$ cat config.mk
export PLATFORM = sky130hd
export DESIGN_NAME = delta_mod_stream
export DESIGN_NICKNAME = d
export VERILOG_FILES = /design/src/rtl/delta_pkg.sv /design/src/rtl/delta_step_adapt.sv /design/src/rtl/delta_mod_stream.sv
export SDC_FILE = /design/constraint.sdc
export NUM_CORES = 1
export LEC_CHECK = 0
export ABC_CLOCK_PERIOD_IN_PS = 7700
export BUFFER_PORTS_ARGS = -buffer_cell sky130_fd_sc_hd__buf_2
export CAP_MARGIN = 30
export CORE_MARGIN = 1
export CORE_UTILIZATION = 50
export CTS_BUF_LIST = sky130_fd_sc_hd__clkbuf_4 sky130_fd_sc_hd__clkbuf_8
export CTS_CLUSTER_DIAMETER = 120
export DETAILED_ROUTE_END_ITERATION = 8
export PLACE_DENSITY = 0.65
export SLEW_MARGIN = 0
export SYNTH_ARGS = -nofsm -noshare
export SYNTH_HDL_FRONTEND = slang
export SYNTH_SLANG_ARGS = --single-unit
export TNS_END_PERCENT = 50
$ cat constraint.sdc
create_clock -name CLK100MHZ -period 7.7 [get_ports CLK100MHZ]
set_input_delay 0.385 -clock CLK100MHZ [delete_from_list [all_inputs] [get_ports CLK100MHZ]]
set_output_delay 0.385 -clock CLK100MHZ [all_outputs]
set_load 0.005 [all_outputs]
$ cat src/rtl/delta_pkg.sv
// Shared constants and helpers for the streaming delta modulator: mode encodings,
// derived widths and saturating arithmetic that never wraps.
package delta_pkg;

    localparam logic MODE_FIXED = 1'b0;
    localparam logic MODE_ADAPT = 1'b1;

    function automatic int ch_width(input int n);
        return (n <= 1) ? 1 : $clog2(n);
    endfunction

    // Bit counter only ever holds 0..PACK_W-1 because it clears on reaching PACK_W.
    function automatic int cnt_width(input int pack_w);
        return (pack_w <= 2) ? 1 : $clog2(pack_w);
    endfunction

    function automatic logic [31:0] sat_add(input logic [31:0] a, input logic [31:0] b,
                                            input logic [31:0] lim);
        logic [32:0] sum;
        sum = {1'b0, a} + {1'b0, b};
        return (sum > {1'b0, lim}) ? lim : sum[31:0];
    endfunction

    function automatic logic [31:0] sat_sub(input logic [31:0] a, input logic [31:0] b);
        return (a >= b) ? (a - b) : 32'd0;
    endfunction

endpackage

$ cat src/rtl/delta_step_adapt.sv
// Combinational decision/step/accumulator update for one channel sample.
// Fixed mode uses step_init directly; adaptive mode doubles on a run of three, else halves.
module delta_step_adapt
    import delta_pkg::*;
#(
    parameter int DATA_W   = 8,
    parameter int STEP_MIN = 1,
    parameter int STEP_MAX = 64
) (
    input  logic [DATA_W-1:0] sample,
    input  logic [DATA_W-1:0] acc,
    input  logic [DATA_W-1:0] step,
    input  logic              last,
    input  logic [1:0]        run,
    input  logic              mode,
    input  logic [DATA_W-1:0] step_init,
    output logic              b,
    output logic [DATA_W-1:0] acc_next,
    output logic [DATA_W-1:0] step_next,
    output logic [1:0]        run_next
);

    localparam int                SW         = DATA_W + 1;
    localparam logic [SW-1:0]     STEP_MAX_W = SW'(STEP_MAX);
    localparam logic [DATA_W-1:0] STEP_MIN_V = DATA_W'(STEP_MIN);
    localparam logic [DATA_W-1:0] ACC_MAX    = '1;

    logic [SW-1:0]     step_dbl;
    logic [DATA_W-1:0] step_half;

    always_comb begin
        b = (sample >= acc);

        if (b == last) begin
            run_next = (run == 2'd3) ? 2'd3 : run + 2'd1;
        end else begin
            run_next = 2'd1;
        end

        // Doubling carries one extra bit so a large step clamps instead of wrapping.
        step_dbl  = {step, 1'b0};
        step_half = step >> 1;

        if (mode == MODE_FIXED) begin
            step_next = step_init;
        end else if (run_next == 2'd3) begin
            step_next = (step_dbl > STEP_MAX_W) ? STEP_MAX_W[DATA_W-1:0] : step_dbl[DATA_W-1:0];
        end else begin
            step_next = (step_half < STEP_MIN_V) ? STEP_MIN_V : step_half;
        end

        if (b) begin
            acc_next = DATA_W'(sat_add(32'(acc), 32'(step_next), 32'(ACC_MAX)));
        end else begin
            acc_next = DATA_W'(sat_sub(32'(acc), 32'(step_next)));
        end
    end

endmodule

$ cat src/rtl/delta_mod_stream.sv
// Multi-channel 1-bit delta modulator: per-channel tracking state, bit packing
// and a registered valid/ready output word stream.
module delta_mod_stream
    import delta_pkg::*;
#(
    parameter int DATA_W   = 8,
    parameter int NUM_CH   = 8,
    parameter int PACK_W   = 8,
    parameter int STEP_MIN = 1,
    parameter int STEP_MAX = 64,
    localparam int CH_W    = ch_width(NUM_CH)
) (
    input  logic              CLK100MHZ,
    input  logic              RESET,
    input  logic              clear,
    input  logic              mode,
    input  logic [DATA_W-1:0] step_init,
    input  logic              s_valid,
    output logic              s_ready,
    input  logic [DATA_W-1:0] s_data,
    input  logic [CH_W-1:0]   s_ch,
    output logic              m_valid,
    input  logic              m_ready,
    output logic [PACK_W-1:0] m_data,
    output logic [CH_W-1:0]   m_ch,
    output logic              err_ch
);

    localparam int                CNT_W    = cnt_width(PACK_W);
    localparam logic [DATA_W-1:0] STEP_RST = DATA_W'(STEP_MIN);
    localparam logic [CNT_W-1:0]  CNT_LAST = CNT_W'(PACK_W - 1);

    logic [DATA_W-1:0] acc_q   [NUM_CH];
    logic [DATA_W-1:0] acc_d   [NUM_CH];
    logic [DATA_W-1:0] step_q  [NUM_CH];
    logic [DATA_W-1:0] step_d  [NUM_CH];
    logic              last_q  [NUM_CH];
    logic              last_d  [NUM_CH];
    logic [1:0]        run_q   [NUM_CH];
    logic [1:0]        run_d   [NUM_CH];
    logic [CNT_W-1:0]  cnt_q   [NUM_CH];
    logic [CNT_W-1:0]  cnt_d   [NUM_CH];
    logic [PACK_W-1:0] shreg_q [NUM_CH];
    logic [PACK_W-1:0] shreg_d [NUM_CH];

    logic              m_valid_q, m_valid_d;
    logic [PACK_W-1:0] m_data_q, m_data_d;
    logic [CH_W-1:0]   m_ch_q, m_ch_d;
    logic              err_q, err_d;

    logic              accept, ch_ok, hit, complete;
    logic [CH_W-1:0]   idx;
    logic              b;
    logic [DATA_W-1:0] acc_nx, step_nx;
    logic [1:0]        run_nx;

    assign s_ready  = !m_valid_q || m_ready;
    assign accept   = s_valid && s_ready;
    assign ch_ok    = (32'(s_ch) < NUM_CH);
    // Out-of-range tags are steered to channel 0 only to keep array reads in bounds.
    assign idx      = ch_ok ? s_ch : '0;
    assign hit      = accept && ch_ok && !clear;
    assign complete = hit && (cnt_q[idx] == CNT_LAST);

    delta_step_adapt #(
        .DATA_W  (DATA_W),
        .STEP_MIN(STEP_MIN),
        .STEP_MAX(STEP_MAX)
    ) u_adapt (
        .sample   (s_data),
        .acc      (acc_q[idx]),
        .step     (step_q[idx]),
        .last     (last_q[idx]),
        .run      (run_q[idx]),
        .mode     (mode),
        .step_init(step_init),
        .b        (b),
        .acc_next (acc_nx),
        .step_next(step_nx),
        .run_next (run_nx)
    );

    always_comb begin
        for (int c = 0; c < NUM_CH; c++) begin
            acc_d[c]   = acc_q[c];
            step_d[c]  = step_q[c];
            last_d[c]  = last_q[c];
            run_d[c]   = run_q[c];
            cnt_d[c]   = cnt_q[c];
            shreg_d[c] = shreg_q[c];
            if (clear) begin
                acc_d[c]   = '0;
                step_d[c]  = STEP_RST;
                last_d[c]  = 1'b0;
                run_d[c]   = 2'd0;
                cnt_d[c]   = '0;
                shreg_d[c] = '0;
            end else if (hit && (idx == CH_W'(c))) begin
                acc_d[c]   = acc_nx;
                if (mode == MODE_ADAPT) begin
                    step_d[c] = step_nx;
                end
                last_d[c]  = b;
                run_d[c]   = run_nx;
                cnt_d[c]   = (cnt_q[c] == CNT_LAST) ? '0 : cnt_q[c] + CNT_W'(1);
                shreg_d[c] = {shreg_q[c][PACK_W-2:0], b};
            end
        end
    end

    always_comb begin
        m_valid_d = m_valid_q;
        m_data_d  = m_data_q;
        m_ch_d    = m_ch_q;
        err_d     = 1'b0;
        if (clear) begin
            m_valid_d = 1'b0;
            m_data_d  = '0;
            m_ch_d    = '0;
        end else begin
            err_d = accept && !ch_ok;
            // A completion implies s_ready, so any held word is being consumed now.
            if (complete) begin
                m_valid_d = 1'b1;
                m_data_d  = {shreg_q[idx][PACK_W-2:0], b};
                m_ch_d    = s_ch;
            end else if (m_valid_q && m_ready) begin
                m_valid_d = 1'b0;
            end
        end
    end

    always_ff @(posedge CLK100MHZ or posedge RESET) begin
        if (RESET) begin
            for (int c = 0; c < NUM_CH; c++) begin
                acc_q[c]   <= '0;
                step_q[c]  <= STEP_RST;
                last_q[c]  <= 1'b0;
                run_q[c]   <= 2'd0;
                cnt_q[c]   <= '0;
                shreg_q[c] <= '0;
            end
            m_valid_q <= 1'b0;
            m_data_q  <= '0;
            m_ch_q    <= '0;
            err_q     <= 1'b0;
        end else begin
            acc_q     <= acc_d;
            step_q    <= step_d;
            last_q    <= last_d;
            run_q     <= run_d;
            cnt_q     <= cnt_d;
            shreg_q   <= shreg_d;
            m_valid_q <= m_valid_d;
            m_data_q  <= m_data_d;
            m_ch_q    <= m_ch_d;
            err_q     <= err_d;
        end
    end

    assign m_valid = m_valid_q;
    assign m_data  = m_data_q;
    assign m_ch    = m_ch_q;
    assign err_ch  = err_q;

endmodule

==> impl.org <==
** Run status
- The flow ran to the end, and the final reports show no timing, DRC or antenna violations.

** Final layout
- Leaving out fill and tap cells, the most frequent cell in the layout is sky130_fd_sc_hd__dfrtp_1.
- Non-Filler Instances :: 1605
- Summing all multi-input logic gate instances after layout gives 6590 um2.
- Of the cells placed in the final design, the portion with a size suffix greater than 1 is 0.170.
- Fillers :: 2193
- Total number of nets in the final design :: 1311
- Sequential cell area :: 5920 um2
- Ant. Diodes :: 0
- In the layout the commonest cells are sky130_fd_sc_hd__dfrtp_1, sky130_fd_sc_hd__nand2_1, sky130_fd_sc_hd__nand3b_1.
- Area growth from synthesis to layout :: 10.3%

** Critical path
- Number of cells on the worst reg-to-reg path :: 16
- Among all stages on the critical path, the largest delay is contributed by sky130_fd_sc_hd__a21boi_1.
- Traced cell by cell, the critical path runs through mux4_2, mux2i_1, ha_1, a2111oi_0, o31a_1, mux2i_4, mux2i_2, o21ai_0, ha_1, nor4b_1, a2111oi_0, o21a_1, o21ai_1, buf_4, a21boi_1, a21o_1.
- The worst setup path is of the flip-flop to flip-flop kind.
- Kind of cell adding the most delay to the critical path :: compound AO/OA/AOI/OAI gates
- Buffer and inverter count on the worst path :: 1
- Number of stages on the worst setup path :: 16
- Critical path peak fanout :: 25
- The worst setup path is captured at a flip-flop.
- STA puts the critical path data arrival time at 6540 ps.
- On the worst path, the slowest cell contributes a delay of 580 ps.
- Startpoint Class :: flip-flop
- For the worst setup path, the data required time is 8200 ps.

** Global routing
- In the global route stage, overall resource usage came out at 0.262.
- The initial antenna violation count was 0.
- Overflow after GRT :: 0
- Vias in the first global route :: 9854
- First-pass GRT wire length :: 54200 um
- Entering global routing, the biggest net connects 102 pins.

** Power and ir drop
- The worst-case IR drop observed on VDD is 151 uV.
- Sequential share of power :: 0.454
- The internal power of the cells totals 2.06 mW.
- Switching share of power :: 0.256
- Net switching power figure :: 706 uW
- Summed over all cells, the static leakage comes to 6.57 nW.
- For this design the ratio of total power to cell area is 193 nW/um2.
- The share of total power dissipated in the clock network is 0.462.
- Total power for the finished layout comes to 2.76 mW.
- Combinational power share :: 0.084

** STA
- Achievable frequency :: 166 MHz
- Remaining max-slew budget at the tightest pin :: 0.290
- Setup tns final :: 0 ps
- Worst Max-Slew Pin Slew :: 1060 ps
- The number of max-slew violations in the final report came to 0.
- The clock arrives with 18.2 ps of skew.
- The count of final hold-check violations was 0.
- Setup slack after layout :: 1660 ps
- Share of the clock period used by the worst path after layout :: 0.785
- The clock period could shrink to 6040 ps.
- Number of endpoints failing setup at the final stage :: 0
- RSZ-0062 raised after global routing :: false

** Yosys
- Post-synthesis net count :: 1291
- Synthesis inferred 236 register bits.
- In this run, synthesis inferred 0 flip-flops with an integrated enable.
- After synthesis the cells add up to 13000 um2.
- Synth area leaders :: sky130_fd_sc_hd__dfrtp_1, sky130_fd_sc_hd__mux4_2, sky130_fd_sc_hd__nand3b_1
- For this run, the number of Yosys warnings is 0.
- For this run, the leading register cell type out of synthesis is sky130_fd_sc_hd__dfrtp_1.
- Of the post-synthesis cell area, the dominant cell type holds 0.439.
- Unique cell type count in the Yosys netlist :: 63
- Fraction of registers with async set or reset after synthesis :: 1.00
- Of the synthesized area, sequential elements account for 0.455.
- A synthesized cell averages 10.6 um2.
- sky130_fd_sc_hd__dfrtp_1 takes more of the synthesized area than any other cell.
- Post-synthesis cell count :: 1224

** Place
- I/O Buffers :: 37
- At the placement stage, the worst setup path has a slack of 1100 ps.
- The number of placed instances, taps included, is 1528.
- Routability-driven placement finished with a final weighted congestion of 0.883.
- Detailed placement ended at an HPWL of 21200 um.

** Min path
- Path class of the lowest-slack min-delay path :: input pin to flip-flop
- Min-Delay Path Depth :: 4

** Clock tree
- The later pin in the worst-skew pair is clocked with a latency of 560 ps.
- The tree built by TritonCTS fans out to 236 sinks.
- Max clock buf depth :: 3
- Root cell of the clock tree :: sky130_fd_sc_hd__clkbuf_8
- Clock tree synthesis inserted a total of 43 buffers.
- Post-cts repair resize count :: 0
- Clock transition at the registers of the reported paths :: 60 ps
- Count of H-tree levels built during CTS :: 2
- Post-CTS setup repair buffer count :: 0
- Clock tree from TritonCTS :: built
- The number of hold buffers added after CTS was 1.

** Detailed routing
- Final routed wirelength across all metal layers :: 33400 um
- Detailed routing inserted a total of 9636 vias.
- Dividing the detail-routed wire length by the instance count gives 20.8 um.
- After detailed routing, the number of vias per cell comes to 6.00.
- In this run the remaining antenna-violating nets after routing total 0.
- After detailed routing, the number of remaining DRC violations is 0.
- First-pass DRT Iterations :: 5
- After the first detailed-routing iteration, the DRC count stood at 799.

** Job
- Max-cap violations in this run came to 0.

** Floorplan
- For this configuration, the core starts out at a cell density of 0.513.
- In this run the vertical extent of the chip is 163 um.
- For this design the top-level I/O count stands at 39.
- The die covers 26700 um2.
- Area inside the core boundary :: 25300 um2
- Site Rows :: 58
- The floorplan step set the die width to 163 um.
==> per-stage QoR <==
| step | hold WS [ps] | cell area (um2) | utilization |
|---|---|---|---|
| after floorplan | 453 | 13000 | - |
| after global placement | 470 | 13400 | 0.529 |
| after detailed placement | 473 | 13400 | 0.529 |
| after CTS | 241 | 14300 | 0.566 |
| after global routing | 253 | 14300 | 0.566 |
| final | 260 | 14300 | 0.566 |
==> flip-flops by register name, summed over array words and instances, names as in the netlist <==
signal,cells
acc_q,64
step_q,64
shreg_q,56
cnt_q,24
run_q,16
m_data,8
m_ch,3
m_valid,1
==> power groups by stage <==
stage	sequential (mW)	clock [mW]	combinational (mW)
6_report	1.26	1.28	0.233
5_1_grt	1.26	1.35	0.256
4_1_cts	1.25	1.30	0.234
3_5_place_dp	1.28	0	0.234
3_3_place_gp	1.28	0	0.233
2_1_floorplan	1.28	0	0.171
==> Yosys cell counts (13+ instances only) <==
cell                          n
sky130_fd_sc_hd__a21o_1      16
sky130_fd_sc_hd__a21oi_1     29
sky130_fd_sc_hd__a22o_1      24
sky130_fd_sc_hd__buf_2       13
sky130_fd_sc_hd__clkbuf_1    60
sky130_fd_sc_hd__dfrtp_1    228
sky130_fd_sc_hd__ha_1        40
sky130_fd_sc_hd__inv_1       27
sky130_fd_sc_hd__mux2i_1     63
sky130_fd_sc_hd__mux4_2      46
sky130_fd_sc_hd__nand2_1    141
sky130_fd_sc_hd__nand2b_1    38
sky130_fd_sc_hd__nand3_1     33
sky130_fd_sc_hd__nand3b_1   132
sky130_fd_sc_hd__nor2_1      66
sky130_fd_sc_hd__o2111ai_1   17
sky130_fd_sc_hd__o21ai_0     90
==> layer usage <==
metal	track usage	vias up	routed length [um]
li1	-	4470	-
met1	0.373	4803	15300
met2	0.413	299	15300
met3	0.0419	64	1970
met4	0.0799	0	743
met5	0	-	0
==> worst paths after layout <==
kind / start / endpoint / slack (ps)
setup / recovery: acc_q[1] / acc_q[8] / 1660
hold / removal: m_ready / m_valid / 260
setup reg to reg: acc_q[1] / acc_q[8] / 1660
hold reg to reg: step_q[47] / step_q[47] / 490
max in group asynchronous: RESET / acc_q[8] / 5770
min in group asynchronous: RESET / shreg_q[5] / 480
==> cells by family (layout without fill, tap and decap cells) <==
| kind of cell | count (synthesis) | in the layout | synth area share |
|---|---|---|---|
| AND/OR/NAND/NOR | 468 | 468 | 0.196 |
| multiplexers | 125 | 125 | 0.147 |
| adder cells (fa/ha/maj) | 42 | 42 | 0.0416 |
| other | 1 | 1 | 0.000288 |
| XOR/XNOR | 4 | 4 | 0.00269 |
| flip-flops | 236 | 236 | 0.455 |
| AO/OA/AOI/OAI | 232 | 232 | 0.119 |
| buffers and inverters | 116 | 167 | 0.0388 |
==> cell type report <==
class | count | share of cell area
Multi-Input combinational cell | 872 | 0.459
Tap cell | 330 | 0.0288
Timing Repair Buffer | 64 | 0.0277
Inverter | 27 | 0.00759
Clock buffer | 66 | 0.0585
Clock inverter | 10 | 0.00576
Sequential cell | 236 | 0.412
==> worst reg2reg max path, cell delays in order, from the launching register on <==
cell and delay [ps]:
sky130_fd_sc_hd__dfrtp_1 380, sky130_fd_sc_hd__mux4_2 470, sky130_fd_sc_hd__mux2i_1 430, sky130_fd_sc_hd__ha_1 320
sky130_fd_sc_hd__a2111oi_0 500, sky130_fd_sc_hd__o31a_1 280, sky130_fd_sc_hd__mux2i_4 510, sky130_fd_sc_hd__mux2i_2 560
sky130_fd_sc_hd__o21ai_0 190, sky130_fd_sc_hd__ha_1 370, sky130_fd_sc_hd__nor4b_1 400, sky130_fd_sc_hd__a2111oi_0 200
sky130_fd_sc_hd__o21a_1 160, sky130_fd_sc_hd__o21ai_1 130, sky130_fd_sc_hd__buf_4 290, sky130_fd_sc_hd__a21boi_1 590
sky130_fd_sc_hd__a21o_1 210
Power figures use the tool's default switching activity.
